## src/rtl/bcd_updown_counter_mux_if.sv

```systemverilog
// Button / display bundle of the multi-digit BCD up/down counter.
// master: button/strap side (drives ena, buttons, mode_sat); slave: the counter.
interface bcd_cnt_if #(
    parameter int DIGITS = 4
);
    logic                  ena;
    logic                  inc_n;
    logic                  dec_n;
    logic                  clr_n;
    logic                  mode_sat;
    logic [4*DIGITS-1:0]   count_o;
    logic                  wrap_o;
    logic [7:0]            seg_o;
    logic [DIGITS-1:0]     dig_sel_o;

    modport master (
        output ena, inc_n, dec_n, clr_n, mode_sat,
        input  count_o, wrap_o, seg_o, dig_sel_o
    );

    modport slave (
        input  ena, inc_n, dec_n, clr_n, mode_sat,
        output count_o, wrap_o, seg_o, dig_sel_o
    );
endinterface

```

## src/rtl/bcd_updown_counter_mux.sv

```systemverilog
// Multi-digit BCD up/down event counter with scanned 7-segment drive.
// Buttons are synchronised (2 FF), edge-detected on the falling edge and applied
// to a DIGITS-decade BCD count with wrap or saturate at the limits.
// Optional macro DEBOUNCE_EN inserts a DEB_CYCLES stable-sample filter per button.
module bcd_updown_counter_mux #(
    parameter int DIGITS     = 4,
    parameter int SCAN_DIV   = 1000,
    parameter int DEB_CYCLES = 16
) (
    input  logic     clk,
    input  logic     rst_n,
    bcd_cnt_if.slave bus
);
    localparam int IW = (DIGITS > 1) ? $clog2(DIGITS) : 1;
    localparam int DW = $clog2(SCAN_DIV);
`ifdef DEBOUNCE_EN
    // Edge detection arms once the filter output reflects the real pin level.
    localparam int ARM_CYC = 2 + DEB_CYCLES;
`else
    // Filter depth is irrelevant without the filter; arming only covers the synchroniser.
    localparam int ARM_CYC = 2 + 0 * DEB_CYCLES;
`endif
    localparam int AW = $clog2(ARM_CYC + 1);

    // Button vectors are {clr, dec, inc}.
    logic [2:0]             btn_s1, btn_s2, btn_lvl, btn_d, ev_q;
    logic [AW-1:0]          arm_cnt;
    logic                   armed;
    logic [DIGITS-1:0][3:0] count_q, count_nxt;
    logic                   wrap_q, wrap_nxt;
    logic [DW-1:0]          div_q;
    logic [IW-1:0]          idx_q;
    logic [7:0]             seg_q;
    logic [DIGITS-1:0]      dig_sel_q;

    // One BCD step up or down with decade carry/borrow; wraps silently at the ends.
    function automatic logic [DIGITS-1:0][3:0] bcd_step(input logic [DIGITS-1:0][3:0] v,
                                                        input logic up);
        logic [DIGITS-1:0][3:0] r;
        logic                   c;
        r = v;
        c = 1'b1;
        for (int i = 0; i < DIGITS; i++) begin
            if (c) begin
                if (up) begin
                    if (v[i] == 4'd9) r[i] = 4'd0;
                    else begin r[i] = v[i] + 4'd1; c = 1'b0; end
                end else begin
                    if (v[i] == 4'd0) r[i] = 4'd9;
                    else begin r[i] = v[i] - 4'd1; c = 1'b0; end
                end
            end
        end
        return r;
    endfunction

    // gfedcba pattern for one BCD digit; non-decimal codes are blank.
    function automatic logic [6:0] seg_decode(input logic [3:0] d);
        case (d)
            4'd0:    seg_decode = 7'h3F;
            4'd1:    seg_decode = 7'h06;
            4'd2:    seg_decode = 7'h5B;
            4'd3:    seg_decode = 7'h4F;
            4'd4:    seg_decode = 7'h66;
            4'd5:    seg_decode = 7'h6D;
            4'd6:    seg_decode = 7'h7D;
            4'd7:    seg_decode = 7'h07;
            4'd8:    seg_decode = 7'h7F;
            4'd9:    seg_decode = 7'h6F;
            default: seg_decode = 7'h00;
        endcase
    endfunction

    // Two-flop synchroniser, idle (released) level after reset.
    always_ff @(posedge clk or negedge rst_n) begin
        if (!rst_n) begin
            btn_s1 <= '1;
            btn_s2 <= '1;
        end else begin
            btn_s1 <= {bus.clr_n, bus.dec_n, bus.inc_n};
            btn_s2 <= btn_s1;
        end
    end

`ifdef DEBOUNCE_EN
    localparam int CW = $clog2(DEB_CYCLES + 1);
    logic [2:0][CW-1:0] deb_cnt;

    // Filtered level follows the synchronised level after DEB_CYCLES equal samples.
    always_ff @(posedge clk or negedge rst_n) begin
        if (!rst_n) begin
            deb_cnt <= '0;
            btn_lvl <= '1;
        end else begin
            for (int i = 0; i < 3; i++) begin
                if (btn_s2[i] == btn_lvl[i]) begin
                    deb_cnt[i] <= '0;
                end else if (deb_cnt[i] == CW'(DEB_CYCLES - 1)) begin
                    btn_lvl[i] <= btn_s2[i];
                    deb_cnt[i] <= '0;
                end else begin
                    deb_cnt[i] <= deb_cnt[i] + CW'(1);
                end
            end
        end
    end
`else
    assign btn_lvl = btn_s2;
`endif

    assign armed = (arm_cnt == AW'(ARM_CYC));

    // Falling-edge detect. The previous-level flop only loads real pin data once
    // the reset values have flushed out, so a button held through reset is ignored.
    always_ff @(posedge clk or negedge rst_n) begin
        if (!rst_n) begin
            arm_cnt <= '0;
            btn_d   <= '0;
            ev_q    <= '0;
        end else begin
            if (!armed) arm_cnt <= arm_cnt + AW'(1);
            btn_d <= armed ? btn_lvl : 3'b000;
            ev_q  <= btn_d & ~btn_lvl;
        end
    end

    // Next count: clr > (inc & dec cancel) > inc > dec; limits wrap or saturate.
    always_comb begin
        count_nxt = count_q;
        wrap_nxt  = 1'b0;
        if (bus.ena) begin
            if (ev_q[2]) begin
                count_nxt = '0;
            end else if (ev_q[0] && ev_q[1]) begin
                count_nxt = count_q;
            end else if (ev_q[0]) begin
                if (count_q == {DIGITS{4'h9}}) begin
                    if (!bus.mode_sat) begin
                        count_nxt = '0;
                        wrap_nxt  = 1'b1;
                    end
                end else begin
                    count_nxt = bcd_step(count_q, 1'b1);
                end
            end else if (ev_q[1]) begin
                if (count_q == '0) begin
                    if (!bus.mode_sat) begin
                        count_nxt = {DIGITS{4'h9}};
                        wrap_nxt  = 1'b1;
                    end
                end else begin
                    count_nxt = bcd_step(count_q, 1'b0);
                end
            end
        end
    end

    // Count and wrap pulse registers.
    always_ff @(posedge clk or negedge rst_n) begin
        if (!rst_n) begin
            count_q <= '0;
            wrap_q  <= 1'b0;
        end else begin
            count_q <= count_nxt;
            wrap_q  <= wrap_nxt;
        end
    end

    // Scan divider and digit index; parked at 0 while disabled.
    always_ff @(posedge clk or negedge rst_n) begin
        if (!rst_n) begin
            div_q <= '0;
            idx_q <= '0;
        end else if (!bus.ena) begin
            div_q <= '0;
            idx_q <= '0;
        end else if (div_q == DW'(SCAN_DIV - 1)) begin
            div_q <= '0;
            idx_q <= (idx_q == IW'(DIGITS - 1)) ? '0 : idx_q + IW'(1);
        end else begin
            div_q <= div_q + DW'(1);
        end
    end

    // Registered display drive; dp on digit 0 shows saturate mode.
    always_ff @(posedge clk or negedge rst_n) begin
        if (!rst_n) begin
            seg_q     <= '0;
            dig_sel_q <= '0;
        end else if (!bus.ena) begin
            seg_q     <= '0;
            dig_sel_q <= '0;
        end else begin
            seg_q     <= {(idx_q == '0) & bus.mode_sat, seg_decode(count_q[idx_q])};
            dig_sel_q <= DIGITS'(1) << idx_q;
        end
    end

    assign bus.count_o   = count_q;
    assign bus.wrap_o    = wrap_q;
    assign bus.seg_o     = seg_q;
    assign bus.dig_sel_o = dig_sel_q;
endmodule

```

## src/flat_wrapper.sv

```systemverilog
// flat-port wrapper written by rule: the top's interface ports become plain ports
module bcd_updown_counter_mux_flat 
#(
    parameter int DIGITS     = 4,
    parameter int SCAN_DIV   = 1000,
    parameter int DEB_CYCLES = 16
)
  (clk, rst_n, bus_ena, bus_inc_n, bus_dec_n, bus_clr_n, bus_mode_sat, bus_count_o, bus_wrap_o, bus_seg_o, bus_dig_sel_o);
  bcd_cnt_if #(.DIGITS(DIGITS)) bus_i ();
  input  logic clk;
  input  logic rst_n;
  input wire logic [$bits(bus_i.ena)-1:0] bus_ena;
  input wire logic [$bits(bus_i.inc_n)-1:0] bus_inc_n;
  input wire logic [$bits(bus_i.dec_n)-1:0] bus_dec_n;
  input wire logic [$bits(bus_i.clr_n)-1:0] bus_clr_n;
  input wire logic [$bits(bus_i.mode_sat)-1:0] bus_mode_sat;
  output wire logic [$bits(bus_i.count_o)-1:0] bus_count_o;
  output wire logic [$bits(bus_i.wrap_o)-1:0] bus_wrap_o;
  output wire logic [$bits(bus_i.seg_o)-1:0] bus_seg_o;
  output wire logic [$bits(bus_i.dig_sel_o)-1:0] bus_dig_sel_o;
  assign bus_i.ena = bus_ena;
  assign bus_i.inc_n = bus_inc_n;
  assign bus_i.dec_n = bus_dec_n;
  assign bus_i.clr_n = bus_clr_n;
  assign bus_i.mode_sat = bus_mode_sat;
  assign bus_count_o = bus_i.count_o;
  assign bus_wrap_o = bus_i.wrap_o;
  assign bus_seg_o = bus_i.seg_o;
  assign bus_dig_sel_o = bus_i.dig_sel_o;
  bcd_updown_counter_mux #(.DIGITS(DIGITS), .SCAN_DIV(SCAN_DIV), .DEB_CYCLES(DEB_CYCLES)) u_core (.clk(clk), .rst_n(rst_n), .bus(bus_i));
endmodule
```

## config.mk

```make
export PLATFORM = sky130hd
export DESIGN_NAME = bcd_updown_counter_mux_flat
export DESIGN_NICKNAME = d
export VERILOG_FILES = /design/src/rtl/bcd_updown_counter_mux_if.sv /design/src/rtl/bcd_updown_counter_mux.sv /design/src/flat_wrapper.sv
export SDC_FILE = /design/constraint.sdc
export NUM_CORES = 1
export LEC_CHECK = 0
export ABC_AREA = 1
export CAP_MARGIN = 40
export CORE_ASPECT_RATIO = 0.9
export CORE_MARGIN = 3
export CORE_UTILIZATION = 57
export DETAILED_ROUTE_END_ITERATION = 16
export GPL_TIMING_DRIVEN = 0
export MAX_ROUTING_LAYER = met4
export PLACE_DENSITY = 0.77
export SYNTH_ARGS = -nofsm -noshare
export SYNTH_HDL_FRONTEND = slang
export SYNTH_SLANG_ARGS = --single-unit
export TNS_END_PERCENT = 50
```

## constraint.sdc

```tcl
create_clock -name clk -period 2.4 [get_ports clk]
set_clock_uncertainty 0.05 [all_clocks]
set_input_delay 0.36 -clock clk [delete_from_list [all_inputs] [get_ports clk]]
set_output_delay 0.36 -clock clk [all_outputs]
set_load 0.01 [all_outputs]
```

# [Word level (Yosys, flattened, before mapping)]
# Memory sizes are Yosys's and may differ from the RTL's.
# Index checks and enable logic that the tools add are counted.
[word_totals] register_bits=55 latch_bits=0 ramBits=0 romBits=112 input_bits=7 out_inout_bits=29 memories=1
[classes] n_addsub=11 multipliers=0 n_div=0 n_lt_le_gt_ge=1 eq_ne=15 shift=1 mux=83 bitwise=3 reduce_logical=15
[mem_list] memory="(no name shown)" depth=16 word_bits=7 read_ports=1 rd_clocked_by_memory_dff=0 wr=0 line_no="bcd_updown_counter_mux.sv:59" text="case (d)"
[ops] op="2-to-1 mux 16 bit" n=8
[ops] op="2-to-1 mux 4 bit" n=16
[ops] op="2-to-1 mux 1 bit" n=51
[ops] op="AND reduction 7 bit" n=3
[ops] op="2-to-1 mux 10 bit" n=2
[ops] op="adder 4 x 1 -> 4 bit, second input constant" n=4
[ops] op="equality test 16 bit, second input constant" n=1
[ops] op="equality test 4 bit, second input constant" n=4
[ops] op="logical NOT 16 bit" n=1
[ops] op="logical NOT 4 bit" n=4
[ops] op="!= test 4 x 3 -> 1 bit, second input constant" n=4
[ops] op="subtractor 4 x 1 -> 4 bit, second input constant" n=4
[ops] op="nonzero test 4 bit" n=3
[ops] op="adder 10 x 1 -> 10 bit, second input constant" n=1
[ops] op="equality test 10 bit, second input constant" n=1
[ops] op="binary-select mux 4 bit (select 2 bit)" n=1
[ops] op="2-to-1 mux 8 bit" n=1
[ops] op="2-to-1 mux 2 bit" n=3
[ops] op="AND reduction 5 bit" n=1
[ops] op="adder 2 x 1 -> 2 bit, second input constant" n=2
[ops] op="equality test 2 bit, second input constant" n=2
[ops] op="!= test 2 x 1 -> 1 bit, second input constant" n=2
[ops] op="!= test 4 x 2 -> 1 bit, second input constant" n=1
[ops] op="left shift 1 x 2 -> 4 bit, first input constant" n=1
[ops] op="8 further kinds" n=8

# [Depth between registers and ports, before layout]
# Gate-level depths: netlist of the first run.
[depth] ltp_word=28 mapped_depth=11

# [Least setup slack after synthesis of the first run]
# Ideal clock, no wire load.
[synth_path] path_type="register -> register" startpoint="register u_core.idx_q[0]" endpoint="register u_core.seg_q[3], in the netlist u_core.bus.seg_o[3]" arrival_time_ns=1.674 required_time_ns=2.277 setup_slack_ns=0.603 path_stages_with_launch=11 path_buffers=1 path_cell_list="dfrtp_1 buf_2 inv_1 nand2_1 a32oi_1 inv_1 ha_1 inv_1 nor2_1 nor2_1 nor2_1"
[synth_between] elab_chain_len=4
[synth_rtl] item="from (decl)" line_no="bcd_updown_counter_mux.sv:32" text="logic [IW-1:0] idx_q;"
[synth_rtl] item="from (signal assigned)" line_no="bcd_updown_counter_mux.sv:179" text="idx_q <= (idx_q == IW'(DIGITS - 1)) ? '0 : idx_q + IW'(1);"
[synth_rtl] item="binary-select mux 4 bit (select 2 bit)" line_no="bcd_updown_counter_mux.sv:194" text="seg_q <= {(idx_q == '0) & bus.mode_sat, seg_decode(count_q[idx_q])};"
[synth_rtl] item="2-to-1 mux 4 bit (implied by the code)" line_no="bcd_updown_counter_mux.sv:194"
[synth_rtl] item="memory read (16 x 7 bit)"
[synth_rtl] item="2-to-1 mux 8 bit" line_no="bcd_updown_counter_mux.sv:190" text="end else if (!bus.ena) begin"
[synth_rtl] item="to (signal assigned)" line_no="bcd_updown_counter_mux.sv:194"
[synth_rtl] item="to (decl)" line_no="bcd_updown_counter_mux.sv:33" text="logic [7:0] seg_q;"
# Every way passes these cells. The select of a mux whose other input is x is not followed.
# A chain may end at the register's enable or synchronous reset.

# [Worst setup path after layout of the first run]
[layout_path] startpoint="register u_core.count_q (netlist bit u_core.bus.count_o[0])" endpoint="register u_core.count_q (netlist bit u_core.bus.count_o[11])"
[layout_between] elab_chain_len=17 elab_cells_between_ends=41 cone_classes="5 x eq/ne; 32 x mux; 4 x reduce/logical"
[layout_rtl] item="from (decl)" line_no="bcd_updown_counter_mux.sv:29" text="logic [DIGITS-1:0][3:0] count_q, count_nxt;"
[layout_rtl] item="from (signal assigned)" line_no="bcd_updown_counter_mux.sv:164" text="count_q <= count_nxt;"
[layout_rtl] item="logical NOT 4 bit"
[layout_rtl] item="2-to-1 mux 1 bit" line_no="bcd_updown_counter_mux.sv:49" text="if (v[i] == 4'd0) r[i] = 4'd9;"
[layout_rtl] item="2-to-1 mux 1 bit" line_no="bcd_updown_counter_mux.sv:146" text="if (count_q == '0) begin"
[layout_rtl] item="2-to-1 mux 1 bit" line_no="bcd_updown_counter_mux.sv:145" text="end else if (ev_q[1]) begin"
[layout_rtl] item="2-to-1 mux 1 bit" line_no="bcd_updown_counter_mux.sv:136" text="end else if (ev_q[0]) begin"
[layout_rtl] item="2-to-1 mux 1 bit" line_no="bcd_updown_counter_mux.sv:134" text="end else if (ev_q[0] && ev_q[1]) begin"
[layout_rtl] item="2-to-1 mux 1 bit" line_no="bcd_updown_counter_mux.sv:132" text="if (ev_q[2]) begin"
[layout_rtl] item="2-to-1 mux 1 bit" line_no="bcd_updown_counter_mux.sv:131" text="if (bus.ena) begin"
[layout_rtl] item="2-to-1 mux 1 bit" line_no="bcd_updown_counter_mux.sv:44" text="if (c) begin"
[layout_rtl] item="2-to-1 mux 1 bit" line_no="bcd_updown_counter_mux.sv:146"
[layout_rtl] item="2-to-1 mux 1 bit" line_no="bcd_updown_counter_mux.sv:145"
[layout_rtl] item="2-to-1 mux 1 bit" line_no="bcd_updown_counter_mux.sv:136"
[layout_rtl] item="2-to-1 mux 1 bit" line_no="bcd_updown_counter_mux.sv:134"
[layout_rtl] item="2-to-1 mux 1 bit" line_no="bcd_updown_counter_mux.sv:132"
[layout_rtl] item="2-to-1 mux 1 bit" line_no="bcd_updown_counter_mux.sv:131"
[layout_rtl] item="nonzero test 4 bit (no line)"
[layout_rtl] item="AND reduction 7 bit (no line)"
# Parallel ways exist; a longest one is shown, timed or not. The select of a mux whose other input is x is not followed.

==> Implementation_results.wiki, run 1 <==
{| class="wikitable"
! Metric !! Value
|-
| Final design instance area without fill || 0.00382 mm2
|-
| Normalized max-slew margin || 0.594
|-
| Slowest CP cell || sky130_fd_sc_hd__dfrtp_1
|-
| Standby leakage power || 1.88 nW
|-
| Worst setup path category || reg -> reg
|-
| Synthesized instance count || 407
|-
| First-pass GRT wire length || 12100 um
|-
| Post-Synthesis Net Count || 437
|-
| Portion of synthesized cell area occupied by the leading cell type || 0.374
|-
| X dimension of the die || 85.9 um
|-
| Number of antenna violations at the first check in global routing || 0
|-
| Die Outline Area || 0.00670 mm2
|-
| Outcome || finished, final reports clean
|-
| Antenna diode count || 0
|-
| Final period demand of the worst path || 2.10 ns
|-
| CTS tree || done
|-
| Max VDD drop || 0.000628 V
|-
| Yosys warnings || 0
|-
| Post-CTS setup buffer count || 0
|-
| DRC violation count after routing || 0
|-
| Total CTS buffers || 5
|-
| Top cells by area in the synthesized netlist || sky130_fd_sc_hd__dfrtp_1, sky130_fd_sc_hd__nand2_1, sky130_fd_sc_hd__ha_1, sky130_fd_sc_hd__nand3_1, sky130_fd_sc_hd__inv_1
|-
| Vias in the first global route || 2655
|-
| Wire length reported by the detailed router || 6880 um
|-
| DR iter-0 viols || 153
|-
| Critical Path AT || 2.25 ns
|-
| Post-Synthesis Mean Instance Area || 8.05 um2
|-
| Global-route total usage across every layer || 0.229
|-
| Number of slew-limit violations in the final report || 0
|-
| Placed inst area || 0.00373 mm2
|-
| Setup repair after global routing missed its margin || no
|-
| Cell repeated most along the worst path || sky130_fd_sc_hd__nand2_1
|-
| Quantity of hold-fixing buffers added after cts || 0
|-
| Share of post-route cells with drive strength above 1 || 0.104
|-
| Endpoints failing hold || 0
|-
| Tightest Pin Transition || 0.610 ns
|-
| FP Rows || 25
|-
| Cell at the root of the clock tree || sky130_fd_sc_hd__clkbuf_8
|-
| Cell types with the highest counts after synthesis || sky130_fd_sc_hd__nand2_1, sky130_fd_sc_hd__dfrtp_1, sky130_fd_sc_hd__inv_1
|-
| Clock Tree Buf Depth || 2
|-
| Y dimension of the die || 77.9 um
|-
| Number of setup violations in the final report || 0
|-
| Worst R2R Path Depth || 9
|-
| Final weighted congestion of routability-driven global placement || 0.878
|-
| Count of flip-flops with a built-in enable after synthesis || 0
|-
| Synthesis-to-layout area growth || 16.6%
|-
| Most frequent cell after synthesis || sky130_fd_sc_hd__nand2_1
|-
| Synthesized flop and latch total || 55
|-
| Overall power of the completed layout || 3.68 mW
|-
| Series of cell instances along the critical path || inv_1, ha_1, nand3_1, nor2_2, nor2_1, nor3b_4, nand2_2, nand2_1, nand2_1
|-
| Total via count after detailed routing || 2774
|-
| Startpoint type of the worst setup path || flip-flop
|-
| Count of cells resized by post-cts repair || 0
|-
| Most used DFF post-synth || sky130_fd_sc_hd__dfrtp_1
|-
| Sinks on Clock Net || 55
|-
| Placeable core area || 0.00541 mm2
|-
| Vias per cell || 5.36
|-
| Portion of the clock cycle consumed by the worst path in the final layout || 0.876
|-
| Clock network latency to the later pin of the worst-skew pair || 0.30 ns
|-
| Max-cap viol count || 0
|-
| HPWL after DPL || 5220 um
|-
| Number of ports placed on the die boundary || 36
|-
| Number of nets with antenna violations after routing || 0
|-
| Count of port buffers added during placement || 35
|-
| Hold Path Class || in -> async
|-
| CTS H-Tree Depth || 2
|-
| Peak per-stage delay on the critical path || 0.49 ns
|-
| Pin count of the biggest net entering global routing || 30
|-
| Pre-Repair DR Iteration Count || 5
|-
| Pwr dens || 963 mW/mm2
|-
| Worst-case setup margin in the final layout || 0.297 ns
|-
| Fmax || 0.476 GHz
|-
| Placement Setup Slack || 0.321 ns
|-
| Total grt overflow || 0
|-
| Synth async-reset ratio || 1.00
|-
| Distinct cell type count of the synthesized netlist || 34
|-
| Worst Path Max Fanout || 9
|-
| Synth area leader || sky130_fd_sc_hd__dfrtp_1
|-
| Portion of the post-synthesis area used by sequential elements || 0.422
|-
| Clock transition at path regs || 0.10 ns
|-
| Crit. End Element || flip-flop
|-
| Net count reported at finish || 480
|-
| Starting Density || 0.606
|-
| Routed wirelength normalized by instance count || 13.3 um
|-
| Post-synthesis instance area || 0.00328 mm2
|-
| Fin Setup TNS || 0 ns
|-
| Worst endpoint required time || 2.55 ns
|}
==> registers in the layout, summed over array words and instances, names as in the netlist, 2 cells and up <==
register              cells
u_core.btn_s1             3
u_core.arm_cnt            2
u_core.btn_d              3
u_core.ev_q               3
u_core.bus.dig_sel_o      4
u_core.bus.count_o       16
u_core.bus.seg_o          8
u_core.btn_lvl            3
u_core.div_q             10
u_core.idx_q              2
==> routing by layer <==
layer / up-vias / global-route usage / share of wire
li1: 1402 / - / -
met4: 0 / 0.0696 / 0.013
met3: 8 / 0.0382 / 0.050
met2: 87 / 0.357 / 0.46
met5: - / - / 0
met1: 1277 / 0.307 / 0.47
==> worst max-delay path, delay by kind of cell, from the launching register on <==
kind / cells / cell delay [ns]
simple gates: 7 / 1.06
fa+ha+maj: 1 / 0.27
buf+inv: 1 / 0.15
flops: 1 / 0.49
==> where the power goes <==
part	total (mW)	internal, mW	switching [mW]	leakage, nW
Sequential	1.31	1.11	0.197	0.698
Clock	0.527	0.237	0.290	0.0484
Combinational	1.85	0.802	1.05	1.13
==> final cells by class <==
cell class	count	area [um2]
fillers	450	1590
multi-input cells	289	1630
clock inverters	1	8.76
clock buffers	7	86.3
inverters	53	199
repair buffers	36	365
well taps	67	83.8
plain buffers	10	67.6
flip-flops and latches	55	1380
==> worst paths after layout <==
check	slack [ns]	end	startpoint
min in group clk	0.31	u_core.btn_lvl[1]$_DFF_PN1_	u_core.btn_s1[1]$_DFF_PN1_
worst max-delay path	0.30	u_core.bus.count_o[11]$_DFFE_PN0P_	u_core.bus.count_o[0]$_DFFE_PN0P_
max in group asynchronous	1.66	u_core.btn_s1[1]$_DFF_PN1_	rst_n
worst min register to register	0.31	u_core.btn_lvl[1]$_DFF_PN1_	u_core.btn_s1[1]$_DFF_PN1_
worst min-delay path	0.005	u_core.bus.seg_o[6]$_DFF_PN0_	rst_n
worst max register to register	0.30	u_core.bus.count_o[11]$_DFFE_PN0P_	u_core.bus.count_o[0]$_DFFE_PN0P_
==> metrics by stage <==
| step | util | hold slack, ns | instances |
|---|---|---|---|
| finish | 0.706 | 0.00506 | 518 |
| global route | 0.706 | 0.0423 | 518 |
| CTS | 0.706 | 0.0246 | 518 |
| detailed placement | 0.689 | 0.298 | 510 |
| global placement | 0.686 | 0.296 | 509 |
| floorplan | - | 0.0144 | 407 |
==> cell usage in the layout, fill, tap and decap left out, types with 5 or more instances in the layout <==
cell type                         synthesis  layout
sky130_fd_sc_hd__dfrtp_1                 49      49
sky130_fd_sc_hd__nor2_1                  39      39
sky130_fd_sc_hd__dfstp_2                  6       6
sky130_fd_sc_hd__xnor2_1                  5       5
sky130_fd_sc_hd__inv_2                    6       6
sky130_fd_sc_hd__o21ai_0                 30      30
sky130_fd_sc_hd__nand2_2                  5       5
sky130_fd_sc_hd__clkbuf_8                 0       6
sky130_fd_sc_hd__nand4_1                  6       6
sky130_fd_sc_hd__ha_1                    23      23
sky130_fd_sc_hd__inv_1                   47      47
sky130_fd_sc_hd__buf_2                    6       7
sky130_fd_sc_hd__clkdlybuf4s50_1          0      34
sky130_fd_sc_hd__nand3_1                 45      45
sky130_fd_sc_hd__nand2_1                 82      82
sky130_fd_sc_hd__a21oi_1                 22      22
sky130_fd_sc_hd__xor2_1                   5       5
==> logic make-up after synthesis <==
logic type,Yosys count,share of synthesized area
AOI/OAI and AO/OA,63,0.104
xor gates and xnor gates,10,0.0267
adders and majority gates,23,0.0878
buffers and inverters,63,0.0813
DFF,55,0.422
and+or+nand+nor,193,0.278
No activity file was read; power rests on OpenSTA's default activity.
==> run 2: changes to the inputs <==
--- a/config.mk
+++ b/config.mk
@@ -6,7 +6,7 @@
 export NUM_CORES = 1
 export LEC_CHECK = 0
 export ABC_AREA = 1
-export CAP_MARGIN = 40
+export CAP_MARGIN = 20
 export CORE_ASPECT_RATIO = 0.9
 export CORE_MARGIN = 3
 export CORE_UTILIZATION = 57
==> constraint.sdc (replaced) <==
create_clock -name clk -period 2.4 [get_ports clk]
set_clock_uncertainty 0.05 [all_clocks]
set_input_delay 0.24 -clock clk [delete_from_list [all_inputs] [get_ports clk]]
set_output_delay 0.24 -clock clk [all_outputs]
set_load 0.01 [all_outputs]
==> Implementation_results.wiki, run 2 (same netlist as run 1, synthesis figures left out) <==
{| class="wikitable"
! Metric !! Value
|-
| Cell repeated most along the worst path || sky130_fd_sc_hd__nand2_1
|-
| Max-cap viol count || 0
|-
| Setup repair after global routing missed its margin || no
|-
| Overall power of the completed layout || 3.69 mW
|-
| Number of antenna violations at the first check in global routing || 0
|-
| Count of port buffers added during placement || 35
|-
| Tightest Pin Transition || 0.610 ns
|-
| Slowest CP cell || sky130_fd_sc_hd__dfrtp_1
|-
| Wire length reported by the detailed router || 6900 um
|-
| Cell at the root of the clock tree || sky130_fd_sc_hd__clkbuf_8
|-
| Total via count after detailed routing || 2765
|-
| Worst-case setup margin in the final layout || 0.282 ns
|-
| Series of cell instances along the critical path || inv_1, ha_1, nand3_1, nor2_2, nor2_1, nor3b_4, nand2_2, nand2_1, nand2_1
|-
| First-pass GRT wire length || 12100 um
|-
| Worst setup path category || reg -> reg
|-
| Outcome || finished, final reports clean
|-
| Standby leakage power || 1.88 nW
|-
| Placeable core area || 0.00541 mm2
|-
| CTS tree || done
|-
| Pwr dens || 963 mW/mm2
|-
| Most common library cell in the layout ignoring fill and taps || sky130_fd_sc_hd__nand2_1
|-
| Clock transition at path regs || 0.09 ns
|-
| Synthesis-to-layout area growth || 16.9%
|-
| Portion of the clock cycle consumed by the worst path in the final layout || 0.882
|-
| Starting Density || 0.606
|-
| Number of slew-limit violations in the final report || 0
|-
| Clock Tree Buf Depth || 2
|-
| Clock network latency to the later pin of the worst-skew pair || 0.31 ns
|-
| DR iter-0 viols || 149
|-
| HPWL after DPL || 5220 um
|-
| Multi-input gate area || 0.00163 mm2
|-
| Net count reported at finish || 481
|-
| Hold Path Class || in -> reg
|-
| Placement Setup Slack || 0.321 ns
|-
| Number of filler cells placed in the layout || 448
|-
| Largest register FFs || 16
|-
| Non-Filler Instances || 519
|-
| Total grt overflow || 0
|-
| Count of cells resized by post-cts repair || 0
|-
| Die Outline Area || 0.00670 mm2
|-
| Final period demand of the worst path || 2.12 ns
|-
| Vias in the first global route || 2655
|-
| Startpoint type of the worst setup path || flip-flop
|-
| Utilization after layout || 0.708
|-
| Antenna diode count || 0
|-
| Global-route total usage across every layer || 0.229
|-
| CTS H-Tree Depth || 2
|-
| X dimension of the die || 85.9 um
|-
| Number of ports placed on the die boundary || 36
|-
| Sinks on Clock Net || 55
|-
| Pre-Repair DR Iteration Count || 4
|-
| Pin count of the biggest net entering global routing || 30
|-
| Worst Path Max Fanout || 9
|-
| Number of setup violations in the final report || 0
|-
| Fmax || 0.472 GHz
|-
| Routed wirelength normalized by instance count || 13.3 um
|-
| Final weighted congestion of routability-driven global placement || 0.878
|-
| Normalized max-slew margin || 0.593
|-
| Max VDD drop || 0.000629 V
|-
| Share of post-route cells with drive strength above 1 || 0.104
|-
| Number of nets with antenna violations after routing || 0
|-
| Register Area || 0.00138 mm2
|-
| Total CTS buffers || 5
|-
| Y dimension of the die || 77.9 um
|-
| Crit. End Element || flip-flop
|-
| DRC violation count after routing || 0
|-
| Critical Path AT || 2.27 ns
|-
| Placed Cells incl. Taps || 510
|-
| Worst endpoint required time || 2.55 ns
|-
| Peak per-stage delay on the critical path || 0.49 ns
|-
| FP Rows || 25
|-
| Vias per cell || 5.33
|-
| Endpoints failing hold || 0
|-
| Most used cells in the layout excluding fill and tap cells || sky130_fd_sc_hd__nand2_1, sky130_fd_sc_hd__dfrtp_1, sky130_fd_sc_hd__inv_1
|}
run 2: final timing paths:
check / from / endpoint / slack [ns] / cells past startpoint
worst max-delay path: u_core.bus.count_o[0]$_DFFE_PN0P_ / u_core.bus.count_o[11]$_DFFE_PN0P_ / 0.28 / 9
worst min-delay path: bus_inc_n / u_core.btn_s1[0]$_DFF_PN1_ / 0.29 / 1
worst max register to register: u_core.bus.count_o[0]$_DFFE_PN0P_ / u_core.bus.count_o[11]$_DFFE_PN0P_ / 0.28 / 9
worst min register to register: u_core.btn_s1[1]$_DFF_PN1_ / u_core.btn_lvl[1]$_DFF_PN1_ / 0.31 / 0
max in group asynchronous: rst_n / u_core.btn_s1[1]$_DFF_PN1_ / 1.24 / 3
min in group asynchronous: rst_n / u_core.bus.seg_o[6]$_DFF_PN0_ / 0.42 / 2
run 2: critical path, delay by kind of cell, from the launching register on:
family | cells | cell delay (ns)
and+or+nand+nor | 7 | 1.06
buffers and inverters | 1 | 0.15
adders and majority gates | 1 | 0.27
DFF | 1 | 0.49
run 2: metrics by stage:
stage,instance area (um2),TNS [ns],hold slack (ns)
floorplan,3280,0,-0.106
global placement,3710,-26.79,0.296
detailed placement,3730,0,0.238
CTS,3830,0,0.281
global route,3830,0,0.281
finish,3830,0,0.286
run 2: area by class of cell:
| type | instances | area share |
|---|---|---|
| Buffer | 10 | 0.0176 |
| Clock buffer | 7 | 0.0225 |
| Clock inverter | 1 | 0.00229 |
| Inverter | 53 | 0.0519 |
| Multi-Input combinational cell | 289 | 0.425 |
| Sequential cell | 55 | 0.361 |
| Tap cell | 67 | 0.0219 |
| Timing Repair Buffer | 37 | 0.0979 |
run 2: per-layer routing:
| layer | track usage | vias up | routed length, um |
|---|---|---|---|
| met2 | 0.357 | 94 | 3120 |
| met5 | - | - | 0 |
| li1 | - | 1406 | - |
| met4 | 0.0696 | 0 | 117 |
| met3 | 0.0382 | 12 | 348 |
| met1 | 0.307 | 1253 | 3310 |
run 2: power breakdown:
group,internal [mW],switching (mW),leakage (nW)
clock network,0.237,0.290,0.0484
logic,0.804,1.05,1.14
registers,1.11,0.198,0.698
run 2: timing repair:
| item | in CTS | in global routing |
|---|---|---|
| hold endpoints to repair | 26 | 0 |
| setup buffers | 0 | 0 |
| hold buffers | 1 | 0 |
| endpoints found under the setup margin | 0 | 0 |
==> run 3: changes to the inputs <==
--- a/config.mk
+++ b/config.mk
@@ -14,6 +14,7 @@
 export GPL_TIMING_DRIVEN = 0
 export MAX_ROUTING_LAYER = met4
 export PLACE_DENSITY = 0.77
+export SETUP_SLACK_MARGIN = 0.15
 export SYNTH_ARGS = -nofsm -noshare
 export SYNTH_HDL_FRONTEND = slang
 export SYNTH_SLANG_ARGS = --single-unit
==> Implementation_results.wiki, run 3 (same netlist as run 1, synthesis figures left out) <==
{| class="wikitable"
! Metric !! Value
|-
| Overall power of the completed layout || 3.70 mW
|-
| Placement Setup Slack || 0.321 ns
|-
| Series of cell instances along the critical path || inv_1, ha_1, nand3_1, nor2_2, nor2_1, nor3b_4, buf_4, nand3_1, nand2_1
|-
| Fmax || 0.490 GHz
|-
| Number of setup violations in the final report || 0
|-
| Fraction of power spent switching nets || 0.416
|-
| Number of filler cells placed in the layout || 444
|-
| Final weighted congestion of routability-driven global placement || 0.878
|-
| Worst Hold Launch || bus_inc_n
|-
| Total grt overflow || 0
|-
| Placeable core area || 0.00541 mm2
|-
| Cell at the root of the clock tree || sky130_fd_sc_hd__clkbuf_8
|-
| Max VDD drop || 0.000630 V
|-
| Clock transition at path regs || 0.10 ns
|-
| Crit. End Element || flip-flop
|-
| Vias per cell || 5.39
|-
| Wire length reported by the detailed router || 6910 um
|-
| Routed wirelength normalized by instance count || 13.3 um
|-
| Share of post-route cells with drive strength above 1 || 0.110
|-
| Number of antenna violations at the first check in global routing || 0
|-
| CTS H-Tree Depth || 2
|-
| Count of port buffers added during placement || 35
|-
| Final design instance area without fill || 0.00385 mm2
|-
| CTS tree || done
|-
| Synthesis-to-layout area growth || 17.4%
|-
| Critical Path AT || 2.24 ns
|-
| Hold Path Class || in -> reg
|-
| Internal || 2.16 mW
|-
| Peak per-stage delay on the critical path || 0.43 ns
|-
| Max-cap viol count || 0
|-
| DR iter-0 viols || 154
|-
| Antenna diode count || 0
|-
| First-pass GRT wire length || 12100 um
|-
| Slowest CP cell || sky130_fd_sc_hd__dfrtp_1
|-
| Cell repeated most along the worst path || sky130_fd_sc_hd__nand3_1
|-
| Normalized max-slew margin || 0.591
|-
| Placed inst area || 0.00373 mm2
|-
| DRC violation count after routing || 0
|-
| Critical R2R Launch || u_core.bus.count_o[1]$_DFFE_PN0P_
|-
| Clock share of power || 0.143
|-
| Number of ports placed on the die boundary || 36
|-
| Net count reported at finish || 482
|-
| Clock Tree Buf Depth || 2
|-
| Total via count after detailed routing || 2802
|-
| Most used cells in the layout excluding fill and tap cells || sky130_fd_sc_hd__nand2_1, sky130_fd_sc_hd__dfrtp_1, sky130_fd_sc_hd__inv_1
|-
| Utilization after layout || 0.711
|-
| Vias in the first global route || 2655
|-
| Flop pwr share || 0.354
|-
| Tightest Pin Transition || 0.613 ns
|-
| Total CTS buffers || 5
|-
| Pwr dens || 961 mW/mm2
|-
| Pre-Repair DR Iteration Count || 5
|-
| Clock network latency to the later pin of the worst-skew pair || 0.30 ns
|-
| Starting Density || 0.606
|-
| Endpoints failing hold || 0
|-
| Net switching power of the design || 1.54 mW
|-
| Most common library cell in the layout ignoring fill and taps || sky130_fd_sc_hd__nand2_1
|-
| X dimension of the die || 85.9 um
|-
| Final period demand of the worst path || 2.04 ns
|-
| Fin Setup TNS || 0 ns
|-
| Y dimension of the die || 77.9 um
|-
| Startpoint type of the worst setup path || flip-flop
|-
| Number of slew-limit violations in the final report || 0
|-
| Start point of the critical path || u_core.bus.count_o[1]$_DFFE_PN0P_
|-
| Global-route total usage across every layer || 0.229
|-
| Worst setup path category || reg -> reg
|-
| Worst Path Max Fanout || 6
|-
| Pin count of the biggest net entering global routing || 30
|-
| Outcome || finished, final reports clean
|-
| Standby leakage power || 1.89 nW
|-
| Sinks on Clock Net || 55
|-
| Worst-case setup margin in the final layout || 0.360 ns
|-
| Worst endpoint required time || 2.60 ns
|-
| Part of the total power dissipated in combinational logic || 0.503
|-
| HPWL after DPL || 5220 um
|-
| Number of nets with antenna violations after routing || 0
|-
| Portion of the clock cycle consumed by the worst path in the final layout || 0.850
|-
| FP Rows || 25
|-
| Largest register FFs || 16
|-
| Die Outline Area || 0.00670 mm2
|-
| Setup repair after global routing missed its margin || no
|}
==> run 3: routing by layer <==
layer | track usage | routed length, um | vias to the layer above
li1 | - | - | 1411
met1 | 0.307 | 3230 | 1281
met2 | 0.357 | 3180 | 98
met3 | 0.0382 | 391 | 12
met4 | 0.0696 | 109 | 0
met5 | - | 0 | -
==> run 3: cell type report <==
class | count | area (um2) | share of cell area
multi-input combinational | 289 | 1640 | 0.425
sequential | 55 | 1390 | 0.360
timing repair buffer | 38 | 383 | 0.0995
inverter | 53 | 199 | 0.0517
clock buffer | 7 | 86.3 | 0.0224
tap | 67 | 83.8 | 0.0218
buffer | 10 | 67.6 | 0.0176
clock inverter | 1 | 8.76 | 0.00228
==> run 3: final timing paths <==
kind	endpoint	slack, ns	depth (start not counted)
max reg2reg	u_core.bus.count_o[10]$_DFFE_PN0P_	0.36	9
max	u_core.bus.count_o[10]$_DFFE_PN0P_	0.36	9
min	u_core.btn_s1[0]$_DFF_PN1_	0.29	1
min in group asynchronous	u_core.bus.count_o[5]$_DFFE_PN0P_	0.42	2
min reg2reg	u_core.btn_lvl[1]$_DFF_PN1_	0.31	0
max in group asynchronous	u_core.btn_s1[1]$_DFF_PN1_	1.24	3
==> run 3: timing repair <==
action                                  4_1_cts  5_1_grt
gates resized for setup                       0        2
setup buffers                                 0        1
hold buffers                                  1        0
endpoints found under the setup margin        0        8
endpoints found under the hold margin        26        0
==> run 3: critical path, delay by kind of cell, from the launching register on <==
kind | cells | cell delay, ns
AND/OR/NAND/NOR | 6 | 0.90
adder cells (fa/ha/maj) | 1 | 0.28
buffers and inverters | 2 | 0.33
flip-flops | 1 | 0.43
==> run 3: metrics by stage <==
step,hold slack (ns),std cells
after floorplan,-0.106,407
after global placement,0.296,509
after detailed placement,0.238,510
after CTS,0.281,519
after global routing,0.281,520
final,0.289,520
==> run 3: power groups by stage <==
stage	Sequential [mW]	Combinational (mW)	Clock (mW)
6_report	1.31	1.86	0.528
5_1_grt	1.34	2.09	0.585
4_1_cts	1.31	1.84	0.547
3_5_place_dp	1.33	1.83	0
3_3_place_gp	1.32	1.78	0
2_1_floorplan	1.37	1.13	0
